### src/rtl/pipe_hazard_ctrl.sv
// Central stall/flush controller for the in-order RV32I pipeline.
// Merges load-use, EX busy, multi-cycle EX ops, branch redirect and MEM exceptions.
module pipe_hazard_ctrl #(
    parameter int NSTAGE  = 6,
    parameter int ID_IDX  = 2,
    parameter int EX_IDX  = 3,
    parameter int MEM_IDX = 4,
    parameter int CNTW    = 6,
    parameter int PERFW   = 32
) (
    input  logic              clk,
    input  logic              rst_n,
    input  logic              stallreq_id,
    input  logic              stallreq_ex,
    input  logic              mc_start,
    input  logic [CNTW-1:0]   mc_cycles,
    input  logic              flush_br,
    input  logic              excp_req,
    output logic [NSTAGE-1:0] stall,
    output logic [NSTAGE-1:0] flush,
    output logic              mc_busy,
    output logic [PERFW-1:0]  perf_stall_cnt
);

    localparam logic [0:0] RUN     = 1'b0;
    localparam logic [0:0] MC_WAIT = 1'b1;

    logic [0:0]      state, state_nxt;
    logic [CNTW-1:0] cnt, cnt_nxt;

    // Contiguous prefix: bits [k:0] set.
    function automatic logic [NSTAGE-1:0] stall_to(input int unsigned k);
        logic [NSTAGE-1:0] m;
        m = '0;
        for (int unsigned i = 0; i < NSTAGE; i++)
            if (i <= k) m[i] = 1'b1;
        return m;
    endfunction

    // Bits [k:1] set; the PC is never flushed.
    function automatic logic [NSTAGE-1:0] flush_to(input int unsigned k);
        logic [NSTAGE-1:0] m;
        m = '0;
        for (int unsigned i = 1; i < NSTAGE; i++)
            if (i <= k) m[i] = 1'b1;
        return m;
    endfunction

    always_comb begin
        stall     = '0;
        flush     = '0;
        state_nxt = state;
        cnt_nxt   = cnt;
        if (rst_n) begin
            if (state == RUN) begin
                if (excp_req) begin
                    flush = flush_to(MEM_IDX);
                end else if (mc_start && mc_cycles >= CNTW'(2)) begin
                    stall = stall_to(EX_IDX);
                    if (mc_cycles > CNTW'(2)) begin
                        cnt_nxt   = mc_cycles - CNTW'(2);
                        state_nxt = MC_WAIT;
                    end
                end else if (stallreq_ex) begin
                    stall = stall_to(EX_IDX);
                end else if (flush_br) begin
                    flush = flush_to(ID_IDX);
                end else if (stallreq_id) begin
                    stall = stall_to(ID_IDX);
                end
            end else begin
                if (excp_req) begin
                    flush     = flush_to(MEM_IDX);
                    cnt_nxt   = '0;
                    state_nxt = RUN;
                end else begin
                    stall   = stall_to(EX_IDX);
                    cnt_nxt = cnt - CNTW'(1);
                    if (cnt == CNTW'(1)) state_nxt = RUN;
                end
            end
        end
    end

    always_ff @(posedge clk) begin
        if (!rst_n) begin
            state          <= RUN;
            cnt            <= '0;
            perf_stall_cnt <= '0;
        end else begin
            state <= state_nxt;
            cnt   <= cnt_nxt;
            if (stall[0] && perf_stall_cnt != '1)
                perf_stall_cnt <= perf_stall_cnt + PERFW'(1);
        end
    end

    assign mc_busy = (state == MC_WAIT);

endmodule
### config.mk
export PLATFORM = sky130hd
export DESIGN_NAME = pipe_hazard_ctrl
export DESIGN_NICKNAME = d
export VERILOG_FILES = /design/src/rtl/pipe_hazard_ctrl.sv
export SDC_FILE = /design/constraint.sdc
export NUM_CORES = 1
export LEC_CHECK = 0
export CAP_MARGIN = 0
export CORE_MARGIN = 2
export CORE_UTILIZATION = 53
export DETAILED_ROUTE_END_ITERATION = 10
export PLACE_DENSITY_LB_ADDON = 0.25
export RECOVER_POWER = 100
export SETUP_SLACK_MARGIN = 0.05
export SLEW_MARGIN = 20
export SYNTH_ARGS = -nofsm -noshare
export SYNTH_HDL_FRONTEND = slang
export SYNTH_SLANG_ARGS = --single-unit
### constraint.sdc
create_clock -name clk -period 4.6 [get_ports clk]
set_input_delay 0.92 -clock clk [delete_from_list [all_inputs] [get_ports clk]]
set_output_delay 0.92 -clock clk [all_outputs]
set_load 0.1 [all_outputs]
==> results of run 1 <==
==> cell type report <==
| cell class | instances | area, um^2 |
|---|---|---|
| flip-flops and latches | 39 | 781 |
| well taps | 52 | 65.1 |
| fillers | 369 | 1410 |
| repair buffers | 56 | 536 |
| inverters | 9 | 33.8 |
| multi-input cells | 219 | 1370 |
| clock buffers | 8 | 100 |
==> synth_stat cells (2+ instances only) <==
library cell / n
sky130_fd_sc_hd__a21oi_1: 22
sky130_fd_sc_hd__a21oi_2: 4
sky130_fd_sc_hd__a31oi_1: 2
sky130_fd_sc_hd__and3_1: 3
sky130_fd_sc_hd__and4_1: 3
sky130_fd_sc_hd__buf_4: 8
sky130_fd_sc_hd__buf_6: 3
sky130_fd_sc_hd__clkbuf_1: 3
sky130_fd_sc_hd__dfxtp_1: 39
sky130_fd_sc_hd__ha_1: 4
sky130_fd_sc_hd__inv_1: 8
sky130_fd_sc_hd__nand2_1: 24
sky130_fd_sc_hd__nand2b_1: 6
sky130_fd_sc_hd__nand3_1: 16
sky130_fd_sc_hd__nand4_1: 11
sky130_fd_sc_hd__nor2_1: 19
sky130_fd_sc_hd__nor2b_1: 2
sky130_fd_sc_hd__nor3_1: 8
sky130_fd_sc_hd__o211ai_1: 5
sky130_fd_sc_hd__o21a_1: 4
sky130_fd_sc_hd__o21ai_0: 11
sky130_fd_sc_hd__o21ai_1: 5
sky130_fd_sc_hd__o21ai_2: 3
sky130_fd_sc_hd__o311ai_0: 4
sky130_fd_sc_hd__o31ai_1: 9
sky130_fd_sc_hd__o32ai_1: 2
sky130_fd_sc_hd__o41ai_1: 5
sky130_fd_sc_hd__or2_2: 2
sky130_fd_sc_hd__or3_1: 6
sky130_fd_sc_hd__or3_2: 8
sky130_fd_sc_hd__or4_1: 2
sky130_fd_sc_hd__or4_2: 6
sky130_fd_sc_hd__xnor2_1: 3
==> report_power, final <==
| group | leakage (nW) | internal, mW | switching [mW] |
|---|---|---|---|
| registers | 0.315 | 0.344 | 0.00772 |
| clock network | 0.0515 | 0.137 | 0.118 |
| logic | 0.669 | 0.0390 | 0.107 |
| total | 1.04 | 0.520 | 0.233 |
==> cells by family (layout without fill, tap and decap cells) <==
group                    Yosys count  in the layout  synth area share
AND/OR/NAND/NOR                  125            125             0.308
AO/OA/AOI/OAI                     81             81             0.242
flip-flops                        39             39             0.334
buffers and inverters             26             73            0.0743
adder cells (fa/ha/maj)            4              4            0.0214
XOR/XNOR                           4              4            0.0150
other                              1              4           0.00160
multiplexers                       1              1           0.00428
==> worst max-delay path: stages <==
cell	delay (ns)
sky130_fd_sc_hd__dlygate4sd3_1	0.61
sky130_fd_sc_hd__o41ai_1	0.52
sky130_fd_sc_hd__a41oi_1	0.40
sky130_fd_sc_hd__clkbuf_2	0.49
==> state kept, by name, indices dropped and copies added, names as in the netlist <==
name,count
mc_busy,1
perf_stall_cnt,32
cnt,6
==> per-layer routing <==
layer | up-vias | share of wire | GRT usage
met2 | 69 | 0.46 | 0.373
met1 | 1071 | 0.46 | 0.305
li1 | 1148 | - | -
met4 | 0 | 0.012 | 0.0812
met3 | 7 | 0.071 | 0.0505
met5 | - | 0 | 0
==> worst max path at each step <==
stage	slack, ns	startpoint	to	cells past startpoint
4_1_cts	1.03	mc_cycles[3]	stall[2]	4
2_1_floorplan	0.40	rst_n	flush[2]	5
5_1_grt	0.58	mc_cycles[3]	perf_stall_cnt[17]	7
6_report	0.75	mc_cycles[3]	stall[2]	4
3_5_place_dp	1.04	mc_cycles[3]	stall[2]	4
3_3_place_gp	1.06	mc_cycles[3]	stall[0]	4
==> report_table.html, run 1 <==
<table>
<tr><th>Metric</th><th>Value</th></tr>
<tr><th colspan="2">STA</th></tr>
<tr><td>Final TNS setup</td><td>0 ns</td></tr>
<tr><td>Setup repair after global routing missed its margin</td><td>false</td></tr>
<tr><td>Max Freq</td><td>260 MHz</td></tr>
<tr><td>Crit share post-route</td><td>0.837</td></tr>
<tr><td>Max Transition Viols Final</td><td>0</td></tr>
<tr><td>Transition at the pin with the smallest max-transition slack</td><td>1.17 ns</td></tr>
<tr><td>Time the final worst path needs with I/O delays and setup</td><td>3.85 ns</td></tr>
<tr><td>Hold Slack</td><td>0.483 ns</td></tr>
<tr><td>Tightest slew margin relative to the limit</td><td>0.225</td></tr>
<tr><td>Post-Route Skew</td><td>0.00848 ns</td></tr>
<tr><td>Number of endpoints failing setup at the final stage</td><td>0</td></tr>
<tr><td>Post-layout worst setup margin</td><td>0.748 ns</td></tr>
<tr><td>Number of hold violations in the final report</td><td>0</td></tr>
<tr><th colspan="2">Yosys</th></tr>
<tr><td>Unique cell type count in the Yosys netlist</td><td>54</td></tr>
<tr><td>Portion of the post-synthesis area used by sequential elements</td><td>0.334</td></tr>
<tr><td>Syn Area/Cell</td><td>8.33 um^2</td></tr>
<tr><td>Number of cells produced by synthesis</td><td>281</td></tr>
<tr><td>Count of state elements after synthesis</td><td>39</td></tr>
<tr><td>Share of async-settable or async-resettable flops after synthesis</td><td>0</td></tr>
<tr><td>Number of enable-type register cells in the synthesized netlist</td><td>0</td></tr>
<tr><td>Cell area after synthesis</td><td>2340 um^2</td></tr>
<tr><td>Fraction of synthesized cell area taken by the top area cell type</td><td>0.334</td></tr>
<tr><td>Post-synth top flop</td><td>sky130_fd_sc_hd__dfxtp_1</td></tr>
<tr><td>Cell types occupying the most area after synthesis</td><td>sky130_fd_sc_hd__dfxtp_1 33%, sky130_fd_sc_hd__a21oi_1 4.7%, sky130_fd_sc_hd__nand2_1 3.8%</td></tr>
<tr><td>Synth area leader</td><td>sky130_fd_sc_hd__dfxtp_1</td></tr>
<tr><td>Count of warnings emitted by yosys</td><td>0</td></tr>
<tr><th colspan="2">GRT</th></tr>
<tr><td>Global-route wire length before repair</td><td>9.45 mm</td></tr>
<tr><td>Largest net degree at the start of global routing</td><td>28</td></tr>
<tr><td>Vias in the first global route</td><td>2035</td></tr>
<tr><td>Global Route Usage Sum</td><td>0.232</td></tr>
<tr><td>Initial antenna violation count</td><td>0</td></tr>
<tr><td>Leftover overflow at the end of global routing</td><td>0</td></tr>
<tr><th colspan="2">Final layout</th></tr>
<tr><td>Syn-to-layout area delta</td><td>23.1%</td></tr>
<tr><td>Final standard cell utilization of the core</td><td>0.671</td></tr>
<tr><td>Diode insertion count for antenna repair</td><td>0</td></tr>
<tr><td>Highest-count cells in the layout ignoring fill and taps</td><td>39 x sky130_fd_sc_hd__dfxtp_1, 34 x sky130_fd_sc_hd__dlygate4sd3_1, 25 x sky130_fd_sc_hd__a21oi_1</td></tr>
<tr><td>Layout Cell Area excl Fill</td><td>2880 um^2</td></tr>
<tr><td>Share of cells above drive strength 1</td><td>0.121</td></tr>
<tr><td>Final instance count without filler cells</td><td>383</td></tr>
<tr><td>Most common library cell in the layout ignoring fill and taps</td><td>sky130_fd_sc_hd__dfxtp_1</td></tr>
<tr><td>Final nets</td><td>347</td></tr>
<tr><th colspan="2">CTS</th></tr>
<tr><td>Number of hold buffers added after cts</td><td>0</td></tr>
<tr><td>Clock buffer count from CTS</td><td>5</td></tr>
<tr><td>Clock buffer depth</td><td>2</td></tr>
<tr><td>Clk slew on worst S/H paths</td><td>0.07 ns</td></tr>
<tr><td>CTS Root Buffer Type</td><td>sky130_fd_sc_hd__clkbuf_8</td></tr>
<tr><td>H-Tree Depth</td><td>2</td></tr>
<tr><td>Clock latency on the worst-skew pair</td><td>0.29 ns</td></tr>
<tr><td>Clock sinks</td><td>39</td></tr>
<tr><td>Clock tree from TritonCTS</td><td>done</td></tr>
<tr><td>Resized cells post-CTS</td><td>0</td></tr>
<tr><td>Setup Buffers After CTS</td><td>0</td></tr>
<tr><th colspan="2">Floorplanning</th></tr>
<tr><td>Die boundary width</td><td>70.5 um</td></tr>
<tr><td>Die Y</td><td>70.5 um</td></tr>
<tr><td>Starting density of the core</td><td>0.545</td></tr>
<tr><td>CORE AREA</td><td>4290 um^2</td></tr>
<tr><td>Number of placement rows</td><td>24</td></tr>
<tr><td>Area enclosed by the die boundary</td><td>4960 um^2</td></tr>
<tr><td>IO Pins</td><td>58</td></tr>
<tr><th colspan="2">Hold path</th></tr>
<tr><td>Startpoint of the tightest hold check path</td><td>cnt[4]</td></tr>
<tr><td>Hold-critical path depth</td><td>2</td></tr>
<tr><td>Hold Path Sink</td><td>cnt[4]</td></tr>
<tr><td>Hold crit path type</td><td>reg2reg</td></tr>
<tr><th colspan="2">Worst setup path</th></tr>
<tr><td>Required time of the critical path</td><td>3.68 ns</td></tr>
<tr><td>Worst reg-to-reg setup slack</td><td>1.40 ns</td></tr>
<tr><td>Crit path arrival time</td><td>2.93 ns</td></tr>
<tr><td>End of the worst register-to-register path</td><td>perf_stall_cnt[5]</td></tr>
<tr><td>Start-to-end type of the worst setup path</td><td>in2out</td></tr>
<tr><td>Launch point of the worst reg-to-reg path</td><td>perf_stall_cnt[13]</td></tr>
<tr><td>Crit Path Max Fanout</td><td>6</td></tr>
<tr><td>Startpoint kind of the worst setup timing path</td><td>input port</td></tr>
<tr><td>Worst Reg2Reg Path Length in Cells</td><td>6</td></tr>
<tr><td>Nature of the critical path endpoint</td><td>output port</td></tr>
<tr><th colspan="2">Placed design</th></tr>
<tr><td>Worst slack, placed</td><td>1.04 ns</td></tr>
<tr><td>Post-place instance area</td><td>2840 um^2</td></tr>
<tr><td>Global placer's final weighted congestion</td><td>0.893</td></tr>
<tr><td>DP Cell Count</td><td>375</td></tr>
<tr><td>Sum of net half-perimeters after detailed placement</td><td>4.03 mm</td></tr>
<tr><td>Number of I/O port buffers</td><td>53</td></tr>
<tr><th colspan="2">Route</th></tr>
<tr><td>Drt pass-1 iters</td><td>4</td></tr>
<tr><td>Final Routed Wirelength</td><td>5.61 mm</td></tr>
<tr><td>Routed Antenna Nets</td><td>0</td></tr>
<tr><td>DR DRC count</td><td>0</td></tr>
<tr><td>Detailed Route Iter0 Violations</td><td>141</td></tr>
<tr><td>Average wire length per cell after detail routing</td><td>14.6 um</td></tr>
<tr><td>Via count normalized by instance count</td><td>5.99</td></tr>
<tr><td>Via total after detailed routing</td><td>2295</td></tr>
<tr><th colspan="2">Pwr</th></tr>
<tr><td>Ratio of total power to cell area</td><td>261 nW/um^2</td></tr>
<tr><td>Highest ir drop seen on vdd</td><td>150 uV</td></tr>
<tr><td>Static power due to leakage</td><td>1.04 nW</td></tr>
<tr><td>Total power of the final layout</td><td>753 uW</td></tr>
<tr><th colspan="2">Run status</th></tr>
<tr><td>Outcome</td><td>finished, final reports clean</td></tr>
<tr><th colspan="2">Flow run</th></tr>
<tr><td>Number of max-cap violations</td><td>0</td></tr>
</table>
No activity file was read; power rests on OpenSTA's default activity.
==> inputs of run 2 (changes only) <==
Settings changed: CORE_UTILIZATION 53 to 45.
Clock period 4.6 ns to 3.16 ns, I/O delays scaled along.
==> report_table.html, run 2 (synthesized netlist as in run 1, its figures left out) <==
<table>
<tr><th>Metric</th><th>Value</th></tr>
<tr><th colspan="2">GRT</th></tr>
<tr><td>Leftover overflow at the end of global routing</td><td>0</td></tr>
<tr><td>Initial antenna violation count</td><td>0</td></tr>
<tr><td>Global-route wire length before repair</td><td>9.62 mm</td></tr>
<tr><td>Largest net degree at the start of global routing</td><td>32</td></tr>
<tr><td>Global Route Usage Sum</td><td>0.199</td></tr>
<tr><td>Vias in the first global route</td><td>2047</td></tr>
<tr><th colspan="2">STA</th></tr>
<tr><td>Time the final worst path needs with I/O delays and setup</td><td>3.01 ns</td></tr>
<tr><td>Number of hold violations in the final report</td><td>0</td></tr>
<tr><td>Tightest slew margin relative to the limit</td><td>0.205</td></tr>
<tr><td>Max Freq</td><td>333 MHz</td></tr>
<tr><td>Transition at the pin with the smallest max-transition slack</td><td>1.20 ns</td></tr>
<tr><td>Final TNS setup</td><td>0 ns</td></tr>
<tr><td>Hold Slack</td><td>0.481 ns</td></tr>
<tr><td>Setup repair after global routing missed its margin</td><td>false</td></tr>
<tr><td>Crit share post-route</td><td>0.951</td></tr>
<tr><td>Number of endpoints failing setup at the final stage</td><td>0</td></tr>
<tr><td>Max Transition Viols Final</td><td>0</td></tr>
<tr><td>Post-Route Skew</td><td>0.00925 ns</td></tr>
<tr><th colspan="2">Final layout</th></tr>
<tr><td>Number of flip-flops in the largest register</td><td>32</td></tr>
<tr><td>Layout Cell Area excl Fill</td><td>2790 um^2</td></tr>
<tr><td>Share of cells above drive strength 1</td><td>0.140</td></tr>
<tr><td>Diode insertion count for antenna repair</td><td>0</td></tr>
<tr><td>Most common library cell in the layout ignoring fill and taps</td><td>sky130_fd_sc_hd__dfxtp_1</td></tr>
<tr><td>Final standard cell utilization of the core</td><td>0.551</td></tr>
<tr><td>Register with the most flip-flops</td><td>perf_stall_cnt</td></tr>
<tr><td>Syn-to-layout area delta</td><td>19.3%</td></tr>
<tr><td>Final nets</td><td>351</td></tr>
<tr><td>Highest-count cells in the layout ignoring fill and taps</td><td>39 x sky130_fd_sc_hd__dfxtp_1, 34 x sky130_fd_sc_hd__clkbuf_1, 24 x sky130_fd_sc_hd__nand2_1, 24 x sky130_fd_sc_hd__a21oi_1, 18 x sky130_fd_sc_hd__nor2_1</td></tr>
<tr><th colspan="2">CTS</th></tr>
<tr><td>Clock latency on the worst-skew pair</td><td>0.29 ns</td></tr>
<tr><td>Number of hold buffers added after cts</td><td>0</td></tr>
<tr><td>CTS Root Buffer Type</td><td>sky130_fd_sc_hd__clkbuf_8</td></tr>
<tr><td>Clock sinks</td><td>39</td></tr>
<tr><td>Setup Buffers After CTS</td><td>0</td></tr>
<tr><td>H-Tree Depth</td><td>2</td></tr>
<tr><td>Clock tree from TritonCTS</td><td>done</td></tr>
<tr><td>Clk slew on worst S/H paths</td><td>0.07 ns</td></tr>
<tr><td>Clock buffer depth</td><td>2</td></tr>
<tr><td>Resized cells post-CTS</td><td>0</td></tr>
<tr><td>Clock buffer count from CTS</td><td>5</td></tr>
<tr><th colspan="2">Floorplanning</th></tr>
<tr><td>Number of placement rows</td><td>26</td></tr>
<tr><td>CORE AREA</td><td>5070 um^2</td></tr>
<tr><td>Area enclosed by the die boundary</td><td>5800 um^2</td></tr>
<tr><td>Die Y</td><td>76.1 um</td></tr>
<tr><td>Die boundary width</td><td>76.1 um</td></tr>
<tr><td>IO Pins</td><td>58</td></tr>
<tr><td>Starting density of the core</td><td>0.461</td></tr>
<tr><th colspan="2">Hold path</th></tr>
<tr><td>Hold-critical path depth</td><td>2</td></tr>
<tr><td>Hold crit path type</td><td>reg2reg</td></tr>
<tr><th colspan="2">Route</th></tr>
<tr><td>Detailed Route Iter0 Violations</td><td>115</td></tr>
<tr><td>Drt pass-1 iters</td><td>4</td></tr>
<tr><td>Routed Antenna Nets</td><td>0</td></tr>
<tr><td>Via count normalized by instance count</td><td>5.73</td></tr>
<tr><td>Final Routed Wirelength</td><td>5.79 mm</td></tr>
<tr><td>DR DRC count</td><td>0</td></tr>
<tr><td>Via total after detailed routing</td><td>2322</td></tr>
<tr><td>Average wire length per cell after detail routing</td><td>14.3 um</td></tr>
<tr><th colspan="2">Worst setup path</th></tr>
<tr><td>Nature of the critical path endpoint</td><td>output port</td></tr>
<tr><td>Worst Reg2Reg Path Length in Cells</td><td>7</td></tr>
<tr><td>Required time of the critical path</td><td>2.53 ns</td></tr>
<tr><td>Startpoint kind of the worst setup timing path</td><td>input port</td></tr>
<tr><td>Crit path arrival time</td><td>2.37 ns</td></tr>
<tr><td>Start-to-end type of the worst setup path</td><td>in2out</td></tr>
<tr><td>Crit Path Max Fanout</td><td>5</td></tr>
<tr><th colspan="2">Pwr</th></tr>
<tr><td>Total power of the final layout</td><td>1.17 mW</td></tr>
<tr><td>Ratio of total power to cell area</td><td>420 nW/um^2</td></tr>
<tr><td>Highest ir drop seen on vdd</td><td>243 uV</td></tr>
<tr><td>Static power due to leakage</td><td>0.898 nW</td></tr>
<tr><th colspan="2">Placed design</th></tr>
<tr><td>Sum of net half-perimeters after detailed placement</td><td>4.10 mm</td></tr>
<tr><td>Number of I/O port buffers</td><td>53</td></tr>
<tr><td>Post-place instance area</td><td>2880 um^2</td></tr>
<tr><td>Global placer's final weighted congestion</td><td>0.813</td></tr>
<tr><th colspan="2">Run status</th></tr>
<tr><td>Outcome</td><td>finished, final reports clean</td></tr>
<tr><th colspan="2">Flow run</th></tr>
<tr><td>Number of max-cap violations</td><td>0</td></tr>
</table>
[run 2: worst max-delay path, stage by stage]
cell and delay, ns:
sky130_fd_sc_hd__clkdlybuf4s50_1 0.56, sky130_fd_sc_hd__o41ai_1 0.11, sky130_fd_sc_hd__buf_4 0.14, sky130_fd_sc_hd__a41oi_1 0.26
sky130_fd_sc_hd__clkbuf_1 0.42, sky130_fd_sc_hd__buf_12 0.24
[run 2: report_power, final]
group	internal [mW]	switching (mW)	leakage, nW	total (mW)
Sequential	0.501	0.0112	0.315	0.512
Combinational	0.0653	0.160	0.522	0.225
Clock	0.256	0.180	0.0612	0.435
[run 2: routing by layer]
metal / part of all wire / track usage / routed length, um / vias to the layer above
li1: - / - / - / 1158
met1: 0.48 / 0.260 / 2790 / 1101
met2: 0.46 / 0.320 / 2660 / 61
met3: 0.053 / 0.0403 / 307 / 2
met4: 0.0054 / 0.0836 / 31 / 0
met5: 0 / 0 / 0 / -
[run 2: final timing paths]
kind	startpoint	end	slack (ns)
worst max-delay path	mc_cycles[3]	stall[1]	0.15
worst min-delay path	cnt[4]	cnt[4]	0.48
worst max register to register	perf_stall_cnt[0]	perf_stall_cnt[5]	0.31
worst min register to register	cnt[4]	cnt[4]	0.48
[run 2: metrics by stage]
step / worst slack, ns / cells
2_1_floorplan: 0.0454 / 284
3_3_place_gp: 0.285 / 396
3_5_place_dp: 0.257 / 396
4_1_cts: 0.250 / 404
5_1_grt: 0.0612 / 405
6_report: 0.154 / 405
[run 2: final cells by class]
type | count | area (um^2)
clock buffers | 6 | 82.6
well taps | 70 | 87.6
fillers | 533 | 2280
repair buffers | 60 | 424
inverters | 9 | 33.8
multi-input cells | 219 | 1350
flip-flops and latches | 39 | 781
clock inverters | 2 | 35.0
==> inputs of run 3 (changes only) <==
Settings changed: REMOVE_ABC_BUFFERS from default to 1.
==> report_table.html, run 3 (synthesized netlist as in run 1, its figures left out) <==
<table>
<tr><th>Metric</th><th>Value</th></tr>
<tr><th colspan="2">STA</th></tr>
<tr><td>Max Freq</td><td>333 MHz</td></tr>
<tr><td>Final TNS setup</td><td>0 ns</td></tr>
<tr><td>Transition at the pin with the smallest max-transition slack</td><td>1.18 ns</td></tr>
<tr><td>Max Transition Viols Final</td><td>0</td></tr>
<tr><td>Number of endpoints failing setup at the final stage</td><td>0</td></tr>
<tr><td>Time the final worst path needs with I/O delays and setup</td><td>3.01 ns</td></tr>
<tr><td>Setup repair after global routing missed its margin</td><td>false</td></tr>
<tr><td>Tightest slew margin relative to the limit</td><td>0.214</td></tr>
<tr><td>Number of hold violations in the final report</td><td>0</td></tr>
<tr><td>Post-Route Skew</td><td>0.00825 ns</td></tr>
<tr><td>Crit share post-route</td><td>0.952</td></tr>
<tr><th colspan="2">Final layout</th></tr>
<tr><td>Syn-to-layout area delta</td><td>17.7%</td></tr>
<tr><td>Final nets</td><td>351</td></tr>
<tr><td>Highest-count cells in the layout ignoring fill and taps</td><td>39 x sky130_fd_sc_hd__clkbuf_1, 39 x sky130_fd_sc_hd__dfxtp_1, 25 x sky130_fd_sc_hd__a21oi_1</td></tr>
<tr><td>Layout Cell Area excl Fill</td><td>2760 um^2</td></tr>
<tr><td>Share of cells above drive strength 1</td><td>0.128</td></tr>
<tr><td>Number of flip-flops in the largest register</td><td>32</td></tr>
<tr><td>Multi-input combinational cell area</td><td>1380 um^2</td></tr>
<tr><td>Number of filler instances in the final layout</td><td>547</td></tr>
<tr><td>Diode insertion count for antenna repair</td><td>0</td></tr>
<tr><td>Register with the most flip-flops</td><td>perf_stall_cnt</td></tr>
<tr><td>Area of all sequential standard cells</td><td>781 um^2</td></tr>
<tr><th colspan="2">Worst setup path</th></tr>
<tr><td>Crit path arrival time</td><td>2.37 ns</td></tr>
<tr><td>Highest cell delay on the worst timing path</td><td>0.51 ns</td></tr>
<tr><td>Nature of the critical path endpoint</td><td>output port</td></tr>
<tr><td>First element of the critical path</td><td>mc_cycles[3]</td></tr>
<tr><td>Launch point of the worst reg-to-reg path</td><td>perf_stall_cnt[0]</td></tr>
<tr><td>Most common cell type on the critical path</td><td>sky130_fd_sc_hd__clkbuf_1</td></tr>
<tr><td>Crit Path Max Fanout</td><td>5</td></tr>
<tr><td>Required time of the critical path</td><td>2.53 ns</td></tr>
<tr><td>Start-to-end type of the worst setup path</td><td>in2out</td></tr>
<tr><td>Startpoint kind of the worst setup timing path</td><td>input port</td></tr>
<tr><td>Cell-by-cell trace of the critical path</td><td>clkdlybuf4s50_1 &gt; o41ai_1 &gt; clkbuf_1 &gt; a41oi_4 &gt; clkbuf_1 &gt; buf_6</td></tr>
<tr><td>Max stage delay cell, worst path</td><td>sky130_fd_sc_hd__clkdlybuf4s50_1</td></tr>
<tr><th colspan="2">Placed design</th></tr>
<tr><td>Global placer's final weighted congestion</td><td>0.884</td></tr>
<tr><td>Post-place instance area</td><td>2880 um^2</td></tr>
<tr><td>Number of I/O port buffers</td><td>53</td></tr>
<tr><td>Sum of net half-perimeters after detailed placement</td><td>4.18 mm</td></tr>
<tr><th colspan="2">GRT</th></tr>
<tr><td>Global Route Usage Sum</td><td>0.204</td></tr>
<tr><td>Largest net degree at the start of global routing</td><td>30</td></tr>
<tr><td>Met1 Resource Use GR</td><td>0.275</td></tr>
<tr><td>M2 GR Usage</td><td>0.331</td></tr>
<tr><td>Initial antenna violation count</td><td>0</td></tr>
<tr><td>Global-route wire length before repair</td><td>9.97 mm</td></tr>
<tr><td>Vias in the first global route</td><td>2118</td></tr>
<tr><td>Grt met3 use</td><td>0.0450</td></tr>
<tr><td>Most Crowded Layer GR</td><td>met2</td></tr>
<tr><td>Leftover overflow at the end of global routing</td><td>0</td></tr>
<tr><th colspan="2">Route</th></tr>
<tr><td>Detailed Route Iter0 Violations</td><td>158</td></tr>
<tr><td>Final Routed Wirelength</td><td>5.80 mm</td></tr>
<tr><td>Drt pass-1 iters</td><td>4</td></tr>
<tr><td>Average wire length per cell after detail routing</td><td>14.3 um</td></tr>
<tr><td>Via count normalized by instance count</td><td>5.68</td></tr>
<tr><td>Routed Antenna Nets</td><td>0</td></tr>
<tr><td>DR DRC count</td><td>0</td></tr>
<tr><td>Via total after detailed routing</td><td>2300</td></tr>
<tr><th colspan="2">Floorplanning</th></tr>
<tr><td>Die Y</td><td>76.1 um</td></tr>
<tr><td>Starting density of the core</td><td>0.461</td></tr>
<tr><td>Number of placement rows</td><td>26</td></tr>
<tr><td>IO Pins</td><td>58</td></tr>
<tr><td>CORE AREA</td><td>5070 um^2</td></tr>
<tr><td>Die boundary width</td><td>76.1 um</td></tr>
<tr><td>Area enclosed by the die boundary</td><td>5800 um^2</td></tr>
<tr><th colspan="2">CTS</th></tr>
<tr><td>H-Tree Depth</td><td>2</td></tr>
<tr><td>Clock buffer count from CTS</td><td>5</td></tr>
<tr><td>Clock buffer depth</td><td>2</td></tr>
<tr><td>Number of hold buffers added after cts</td><td>0</td></tr>
<tr><td>Setup Buffers After CTS</td><td>0</td></tr>
<tr><td>Clock latency on the worst-skew pair</td><td>0.29 ns</td></tr>
<tr><td>Clock tree from TritonCTS</td><td>done</td></tr>
<tr><td>Clk slew on worst S/H paths</td><td>0.08 ns</td></tr>
<tr><td>CTS Root Buffer Type</td><td>sky130_fd_sc_hd__clkbuf_8</td></tr>
<tr><td>Clock sinks</td><td>39</td></tr>
<tr><th colspan="2">Pwr</th></tr>
<tr><td>Ratio of total power to cell area</td><td>388 nW/um^2</td></tr>
<tr><td>Static power due to leakage</td><td>0.868 nW</td></tr>
<tr><td>Total power of the final layout</td><td>1.07 mW</td></tr>
<tr><td>Highest ir drop seen on vdd</td><td>267 uV</td></tr>
<tr><th colspan="2">Hold path</th></tr>
<tr><td>Startpoint of the tightest hold check path</td><td>cnt[4]</td></tr>
<tr><td>Hold crit path type</td><td>reg2reg</td></tr>
<tr><th colspan="2">Flow run</th></tr>
<tr><td>Number of max-cap violations</td><td>0</td></tr>
<tr><th colspan="2">Run status</th></tr>
<tr><td>Outcome</td><td>finished, final reports clean</td></tr>
</table>
-- run 3: area by class of cell --
class,count,share of cell area
inverter,9,0.0123
sequential,39,0.283
clock buffer,7,0.0277
multi-input combinational,219,0.501
clock inverter,1,0.00182
tap,70,0.0318
timing repair buffer,60,0.142
-- run 3: critical path: cells and delay by family --
kind,cells,cell delay [ns]
buf+inv,4,1.22
compound gates,2,0.53
-- run 3: power by group --
group / switching [mW] / leakage [nW] / internal (mW)
Clock: 0.177 / 0.0422 / 0.155
Combinational: 0.162 / 0.510 / 0.0616
Sequential: 0.0116 / 0.315 / 0.501
-- run 3: final timing paths --
check	slack, ns	cells after the start	endpoint
setup / recovery	0.15	6	stall[1]
hold reg to reg	0.49	2	cnt[4]
setup reg to reg	0.29	7	perf_stall_cnt[5]
hold / removal	0.49	2	cnt[4]
-- run 3: stage by stage --
stage | utilization | instances | worst slack, ns | hold slack [ns]
5_1_grt | 0.543 | 405 | 0.0507 | 0.509
2_1_floorplan | - | 267 | -1.61 | 0.448
3_5_place_dp | 0.568 | 397 | 0.173 | 0.472
4_1_cts | 0.584 | 405 | 0.163 | 0.485
3_3_place_gp | 0.568 | 397 | 0.240 | 0.467
6_report | 0.543 | 405 | 0.153 | 0.488
-- run 3: routing by layer --
| metal | part of all wire | routed length, um | up-vias |
|---|---|---|---|
| li1 | - | - | 1162 |
| met1 | 0.49 | 2830 | 1081 |
| met2 | 0.46 | 2640 | 51 |
| met3 | 0.047 | 273 | 6 |
| met4 | 0.0098 | 57 | 0 |
| met5 | 0 | 0 | - |
-- run 3: repair_timing --
action / in CTS / in global routing
endpoints found under the hold margin: 0 / 0
endpoints found under the setup margin: 0 / 2
gates resized for setup: 0 / 1
